<file path="src/rtl/hsst_tx_lane_arbiter.sv">
// Round-robin TX scheduler for one 32-bit HSST lane: frames packets from NUM_REQ sources between K28.5 idles.
// Optional source header word before each packet when HSST_TX_SRC_TAG_EN is defined.
module hsst_tx_lane_arbiter #(
    parameter int NUM_REQ   = 2,
    parameter int MAX_BURST = 256,
    parameter int IDLE_GAP  = 2
) (
    input  logic                   clk,
    input  logic                   rstn,
    input  logic [NUM_REQ-1:0]     req_valid,
    input  logic [32*NUM_REQ-1:0]  req_data,
    input  logic [NUM_REQ-1:0]     req_last,
    output logic [NUM_REQ-1:0]     req_ready,
    output logic [31:0]            txdata,
    output logic [3:0]             txk,
    output logic [1:0]             grant_id,
    output logic                   tx_busy,
    output logic                   underrun
);
    localparam int CW = $clog2(MAX_BURST + 1);
    localparam int GW = (IDLE_GAP > 1) ? $clog2(IDLE_GAP) : 1;
    localparam logic [31:0] IDLE_WORD = 32'hBCBCBCBC;

    typedef enum logic [1:0] {ST_GAP, ST_ARB, ST_TAG, ST_DATA} state_t;

    state_t          state_reg, state_next;
    logic [GW-1:0]   gap_cnt_reg, gap_cnt_next;
    logic [CW-1:0]   cnt_reg, cnt_next;
    logic [1:0]      grant_reg, grant_next;
    logic [1:0]      ptr_reg, ptr_next;
    logic [31:0]     txdata_reg, txdata_next;
    logic [3:0]      txk_reg, txk_next;
    logic            underrun_reg, underrun_next;

    logic [31:0]            src_word [NUM_REQ];
    logic                   xfer;
    logic                   sel_last;
    logic [31:0]            sel_data;
    logic [CW-1:0]          cnt_inc;
    logic [2*NUM_REQ-1:0]   valid_rot;
    logic                   hit;
    logic [1:0]             hit_idx;

    function automatic logic [1:0] wrap_add(input logic [1:0] base, input int offs);
        int s;
        s = int'(base) + offs;
        if (s >= NUM_REQ) s = s - NUM_REQ;
        return s[1:0];
    endfunction

    genvar gi;
    generate
        for (gi = 0; gi < NUM_REQ; gi++) begin : g_src
            assign src_word[gi]  = req_data[32*gi +: 32];
            assign req_ready[gi] = (state_reg == ST_DATA) && (grant_reg == 2'(gi));
        end
    endgenerate

    // req_ready is one-hot on the granted source, so it doubles as the data/last select
    assign xfer     = |(req_valid & req_ready);
    assign sel_last = |(req_last & req_ready);
    assign cnt_inc  = cnt_reg + CW'(1);

    always_comb begin
        sel_data = '0;
        for (int i = 0; i < NUM_REQ; i++) begin
            if (req_ready[i]) sel_data = src_word[i];
        end
    end

    // Rotate valids so bit 0 is the source at the round-robin pointer
    assign valid_rot = {req_valid, req_valid} >> ptr_reg;

    always_comb begin
        hit     = 1'b0;
        hit_idx = ptr_reg;
        for (int k = 0; k < NUM_REQ; k++) begin
            if (!hit && valid_rot[k]) begin
                hit     = 1'b1;
                hit_idx = wrap_add(ptr_reg, k);
            end
        end
    end

    always_comb begin
        state_next    = state_reg;
        gap_cnt_next  = gap_cnt_reg;
        cnt_next      = cnt_reg;
        grant_next    = grant_reg;
        ptr_next      = ptr_reg;
        txdata_next   = IDLE_WORD;
        txk_next      = 4'b1111;
        underrun_next = 1'b0;
        case (state_reg)
            ST_GAP: begin
                if (gap_cnt_reg == GW'(IDLE_GAP - 1)) begin
                    state_next   = ST_ARB;
                    gap_cnt_next = '0;
                end else begin
                    gap_cnt_next = gap_cnt_reg + GW'(1);
                end
            end
            ST_ARB: begin
                if (hit) begin
                    grant_next = hit_idx;
                    ptr_next   = wrap_add(hit_idx, 1);
`ifdef HSST_TX_SRC_TAG_EN
                    state_next = ST_TAG;
`else
                    state_next = ST_DATA;
                    cnt_next   = '0;
`endif
                end
            end
`ifdef HSST_TX_SRC_TAG_EN
            ST_TAG: begin
                // Header word occupies one slot of the burst budget
                txdata_next = {24'h5A5A5A, 6'b0, grant_reg};
                txk_next    = 4'b0000;
                cnt_next    = CW'(1);
                state_next  = ST_DATA;
            end
`endif
            ST_DATA: begin
                if (xfer) begin
                    txdata_next = sel_data;
                    txk_next    = 4'b0000;
                    cnt_next    = cnt_inc;
                    if (sel_last || (cnt_inc >= CW'(MAX_BURST))) state_next = ST_GAP;
                end else begin
                    underrun_next = 1'b1;
                    state_next    = ST_GAP;
                end
            end
            default: state_next = ST_GAP;
        endcase
    end

    always_ff @(posedge clk or negedge rstn) begin
        if (!rstn) begin
            state_reg    <= ST_GAP;
            gap_cnt_reg  <= '0;
            cnt_reg      <= '0;
            grant_reg    <= 2'd0;
            ptr_reg      <= 2'd0;
            txdata_reg   <= IDLE_WORD;
            txk_reg      <= 4'b1111;
            underrun_reg <= 1'b0;
        end else begin
            state_reg    <= state_next;
            gap_cnt_reg  <= gap_cnt_next;
            cnt_reg      <= cnt_next;
            grant_reg    <= grant_next;
            ptr_reg      <= ptr_next;
            txdata_reg   <= txdata_next;
            txk_reg      <= txk_next;
            underrun_reg <= underrun_next;
        end
    end

    assign txdata   = txdata_reg;
    assign txk      = txk_reg;
    assign grant_id = grant_reg;
    assign underrun = underrun_reg;
`ifdef HSST_TX_SRC_TAG_EN
    assign tx_busy  = (state_reg == ST_DATA) || (state_reg == ST_TAG);
`else
    assign tx_busy  = (state_reg == ST_DATA);
`endif

endmodule

</file>
<file path="config.mk">
export PLATFORM = sky130hd
export DESIGN_NAME = hsst_tx_lane_arbiter
export DESIGN_NICKNAME = d
export VERILOG_FILES = /design/src/rtl/hsst_tx_lane_arbiter.sv
export SDC_FILE = /design/constraint.sdc
export NUM_CORES = 1
export LEC_CHECK = 0
export ABC_AREA = 1
export ABC_CLOCK_PERIOD_IN_PS = 2000
export CORE_MARGIN = 4
export CORE_UTILIZATION = 41
export DETAILED_ROUTE_END_ITERATION = 8
export GPL_TIMING_DRIVEN = 0
export PLACE_DENSITY = 0.8
export SYNTH_ARGS = -nofsm -noshare
export SYNTH_HDL_FRONTEND = slang
export SYNTH_SLANG_ARGS = --single-unit
</file>
<file path="constraint.sdc">
create_clock -name clk -period 2 [get_ports clk]
set_clock_uncertainty 0.1 [all_clocks]
set_input_delay 0.2 -clock clk [delete_from_list [all_inputs] [get_ports clk]]
set_output_delay 0.2 -clock clk [all_outputs]
set_load 0.01 [all_outputs]
</file>
Word level (Yosys, flattened, before mapping) --
Index checks and enable logic that the tools add are counted.
Storage, ports and cells: flip-flop bits (word level) 53, output and inout port bits 42, word-level logic and storage cells 66
Cells by class: add/sub/neg operators 7, $lt $le $gt $ge 4, equal/unequal tests 7, shifts and indexed selects 1, muxes and demuxes 24, bitwise logic cells 2, reductions and logical operators 13
Operator list (count):
- $mux W32 | 4
- $mux W2 | 9
- $mux W9 | 2
- $pmux W9 S2 | 1
- $add A9 B1 Y9 const B | 1
- $ge A9 B9 Y1 const B | 1
- $mux W4 | 2
- $add A2 B1 Y3 const B | 2
- $ge A3 B2 Y1 const B | 2
- $pmux W2 S3 | 1
- $reduce_and A3 Y1 | 2
- $sub A2 B2 Y2 const B | 3
- $mux W1 | 5
- $and A2 B2 Y2 | 2
- $eq A2 B1 Y1 const B | 2
- $logic_not A2 Y1 | 2
- $ne A2 B2 Y1 const B | 2
- $reduce_or A2 Y1 | 2
- $shr A4 B2 Y2 | 1
- $logic_and A1 B1 Y1 | 3
- $ne A3 B2 Y1 const B | 1
- $eq A2 B2 Y1 const B | 1
- $ge A2 B2 Y1 const B | 1
- $ne A2 B1 Y1 const B | 1
- 5 further kinds | 5

Depth between registers and ports, before layout --
depth in word-level cells 8, gate-level depth with buffers 10

Least setup slack after synthesis --
Ideal clock, no wire load.
path type reg2reg, start reg state_reg[0], end reg txdata_reg[0], in the netlist txdata[0], setup time 0.113 ns, arrival time 1.195 ns, setup slack 0.592 ns, stages on the path, launching flop included 9, buffers on the path 1, cell sequence dfrtp_1 -> nand2_2 -> clkinv_4 -> nand2_4 -> inv_1 -> buf_4 -> a22o_1 -> nand2_1 -> inv_1
On the way: longest elaborated chain between the ends 6, elaborated cells on any way between the ends 9
RTL lines:
- start: declaration | RTL line 26 | state_t state_reg, state_next;
- start signal: assignment | RTL line 150 | state_reg <= state_next;
- $eq A2 B2 Y1 *
- net tx_busy | RTL line 17 | output logic tx_busy,
- $logic_and A1 B1 Y1 * | RTL line 55 | assign req_ready[gi] = (state_reg == ST_DATA) && (grant_reg == 2'(gi));
- net req_ready[1] | RTL line 13 | output logic [NUM_REQ-1:0] req_ready,
- $and A2 B2 Y2 | RTL line 60 | assign xfer = |(req_valid & req_ready);
- $reduce_or A2 Y1 | RTL line 60
- $mux W32 * | RTL line 125 | if (xfer) begin
- $mux W32 * | RTL line 94 | case (state_reg)
- net txdata_next[0] | RTL line 31 | logic [31:0] txdata_reg, txdata_next;
- end signal: assignment | RTL line 155 | txdata_reg <= txdata_next;
- end: declaration | RTL line 31
Mark *: on every way through the listed nets, which the timed path passes. The rest lies on a longest branch. A chain may end at the register's enable or synchronous reset.

Worst setup path in the final report --
start reg grant_reg[1], in the netlist grant_id[1], end out req_ready[1]
On the way: longest elaborated chain between the ends 2
RTL lines:
- start: declaration | RTL line 29 | logic [1:0] grant_reg, grant_next;
- start signal: assignment | RTL line 153 | grant_reg <= grant_next;
- $eq A2 B1 Y1 | RTL line 55
- $logic_and A1 B1 Y1 | RTL line 55
- end: declaration | RTL line 13
Every way passes these cells.

==> flow_metrics.tcl <==
set metrics [dict create \
    fraction_of_layout_instances_using_a_drive_strength_above_1 0.198 \
    die_h_um 84.5 \
    globalplace.congestion 0.868 \
    synth_top_cell_by_area "sky130_fd_sc_hd__dfrtp_1" \
    final.hold.worst_slack_ps 265 \
    fin_total_pwr_mw 3.63 \
    synth_sequential_area_ratio 0.533 \
    finalWorstPathRequiredPeriod_ps 1890 \
    unrepaired_setup_endpoints_after_global_routing "no" \
    via_count_of_the_first_global_routing_pass 2141 \
    postSynthRegisterBits 50 \
    cp-end-kind "primary output" \
    vias 2139 \
    stdcell_area_um2 3770 \
    cts-root-to-sink-buffers 2 \
    post-dp-hpwl_um 4950 \
    cp_slowest_stage_delay_ps 470 \
    timing_worst_slew_pin_value_ps 464 \
    worst_skew_pair.late_latency_ps 300 \
    avgViaCountPerCell 4.69 \
    worst_ir_drop_vdd_v 0.000533 \
    number_of_buffers_created_by_cts 5 \
    worst_hold_path_type "in2async" \
    run_status "finished clean" \
    power_leakage_nw 1.70 \
    place.port_buffers 111 \
    die_area_um2 7130 \
    final.fill_count 465 \
    htree_num_levels 2 \
    critPathSlowestCell "sky130_fd_sc_hd__dfrtp_2" \
    count_of_flip_flops_with_a_built_in_enable_after_synthesis 0 \
    final_net_count 454 \
    yosysWarnings 0 \
    synthTopCellsByArea "sky130_fd_sc_hd__dfrtp_1, sky130_fd_sc_hd__dfstp_2, sky130_fd_sc_hd__nand2_1" \
    route.detailed.drc 0 \
    largest_register_ffs 32 \
    syn-cell-area_um2 2400 \
    row_count 27 \
    grt_remaining_overflow 0 \
    powerDensity_nw_per_um2 963 \
    critPathBufInv 3 \
    slew_viol_final 0 \
    first_pass_grt_wire_length_um 10200 \
    drt-pass1-iter-count 4 \
    setup-tns-final_ps 0 \
    core_area_um2 5570 \
    grt.total_usage 0.178 \
    layout_worst_path_cycle_share 0.947 \
    io-pin-count 112 \
    largest_net_degree_at_the_start_of_global_routing 33 \
    clkSlewWorstSetupHoldPaths_ps 90 \
    final-instance-count-excl-fill 456 \
    initial_antenna_violation_count 0 \
    cts_root_buffer "sky130_fd_sc_hd__clkbuf_8" \
    hold_viol 0 \
    max_cap_violations 0 \
    timing.slew.headroom 0.691 \
    synth_fp_nets 329 \
    yosys_most_used_dff "sky130_fd_sc_hd__dfrtp_1" \
    worst-setup-path-type "reg2out" \
    finalSetupViolations 0 \
    drt_first_iter_violations 79 \
    async_reset_ff_frac 1.00 \
    cts_tree "done" \
    avgSynthCellArea_um2 9.29 \
    synth.cells.most_frequent "sky130_fd_sc_hd__nand2_1, sky130_fd_sc_hd__dfrtp_1, sky130_fd_sc_hd__inv_1" \
    netlist.area_leader.share 0.303 \
    dp.cells 442 \
    timing.critical_path.fanout_max 10 \
    syn_inst 258 \
    post-synth-top-count-cell "sky130_fd_sc_hd__nand2_1" \
    critPathTopFamily "buffers and inverters" \
    number_of_distinct_library_cell_variants_in_the_gate_level_netlist_after_synthesis 29 \
    worst_ep_arrival_time_ps 1590 \
    cts_sinks 50 \
    postPlaceCellArea_um2 3610 \
    cp_data_required_time_ps 1700 \
    die_w_um 84.5 \
    area_growth_syn_to_layout_pct 57.2 \
    start_util 0.430 \
    highest_clock_rate_mhz 528 \
    drt-total-wl_um 6360 \
    antenna-diode-count 0 \
    avgRoutedWirePerCell_um 13.9 \
    antenna_left 0 \
    startpoint_class "register" \
    crit_path_cell_trace "nor2_4, nand2_4, inv_1, buf_6, dlygate4sd2_1" \
]
==> layout by cell type (no fill, tap or decap), types with 4 or more instances in the layout <==
cell,instances
sky130_fd_sc_hd__a21oi_1,5
sky130_fd_sc_hd__a22o_1,12
sky130_fd_sc_hd__buf_4,10
sky130_fd_sc_hd__clkbuf_8,5
sky130_fd_sc_hd__clkdlybuf4s50_1,108
sky130_fd_sc_hd__dfrtp_1,28
sky130_fd_sc_hd__dfstp_2,21
sky130_fd_sc_hd__inv_1,27
sky130_fd_sc_hd__nand2_1,82
sky130_fd_sc_hd__nand3_1,14
sky130_fd_sc_hd__nand3_2,20
sky130_fd_sc_hd__nor2_1,11
sky130_fd_sc_hd__o21ai_1,4
==> metrics by stage <==
step	util	setup slack, ps
after floorplan	-	592
after global placement	0.646	-831
after global routing	0.676	2.05
after detailed placement	0.648	34.4
final	0.676	106
after CTS	0.667	0.384
==> power by group <==
part	internal [mW]	switching [mW]	total (mW)
Sequential	1.27	0.0903	1.36
Combinational	0.817	0.877	1.69
Clock	0.247	0.327	0.575
==> per-layer routing <==
metal  share of wire  track usage
met1            0.43        0.225
met2            0.49        0.301
met3           0.064       0.0461
met4           0.021       0.0547
met5               0            0
==> final timing paths <==
kind	from	to	slack, ps	depth (start not counted)
max in group asynchronous	rstn	txk[2]	930	3
max	grant_id[1]	req_ready[1]	110	5
max reg2reg	cnt_reg[0]	state_reg[0]	440	10
min in group clk	req_data[5]	txdata[5]	330	3
min reg2reg	cnt_reg[0]	cnt_reg[0]	400	1
min	rstn	txdata[25]	270	2
==> layout make-up <==
| cell class | count | area, um2 | share of cell area |
|---|---|---|---|
| Clock buffer | 6 | 72.6 | 0.0193 |
| Multi-Input combinational cell | 165 | 913 | 0.242 |
| Inverter | 30 | 120 | 0.0319 |
| Timing Repair Buffer | 119 | 1180 | 0.313 |
| Buffer | 12 | 100 | 0.0266 |
| Tap cell | 72 | 90.1 | 0.0239 |
| Clock inverter | 2 | 13.8 | 0.00365 |
| Sequential cell | 50 | 1280 | 0.339 |
==> timing repair <==
action                                  in CTS  in global routing
endpoints found under the setup margin       2                  1
buffers inserted                             0                  6
hold buffers                                 1                  0
gates resized for setup                      6                  2
hold endpoints to repair                     8                  0
gates cloned                                 0                  0
pin swaps                                    1                  1
==> worst reg2reg max path: stages, from the launching register on <==
cell	delay, ps
sky130_fd_sc_hd__dfrtp_1	390
sky130_fd_sc_hd__ha_1	180
sky130_fd_sc_hd__nand2_1	70
sky130_fd_sc_hd__nor2_1	240
sky130_fd_sc_hd__nand2_1	90
sky130_fd_sc_hd__nand2_1	60
sky130_fd_sc_hd__nand2_1	60
sky130_fd_sc_hd__nand3_1	110
sky130_fd_sc_hd__nand2_1	70
sky130_fd_sc_hd__nand2_1	60
sky130_fd_sc_hd__nand2_1	50
==> cells by family after synthesis <==
| kind of cell | after synthesis | share of synthesized area |
|---|---|---|
| simple gates | 136 | 0.285 |
| flops | 50 | 0.533 |
| buf+inv | 43 | 0.0913 |
| compound gates | 27 | 0.0814 |
| xor+xnor | 1 | 0.00365 |
| fa+ha+maj | 1 | 0.00522 |
No activity file was read; power rests on OpenSTA's default activity.
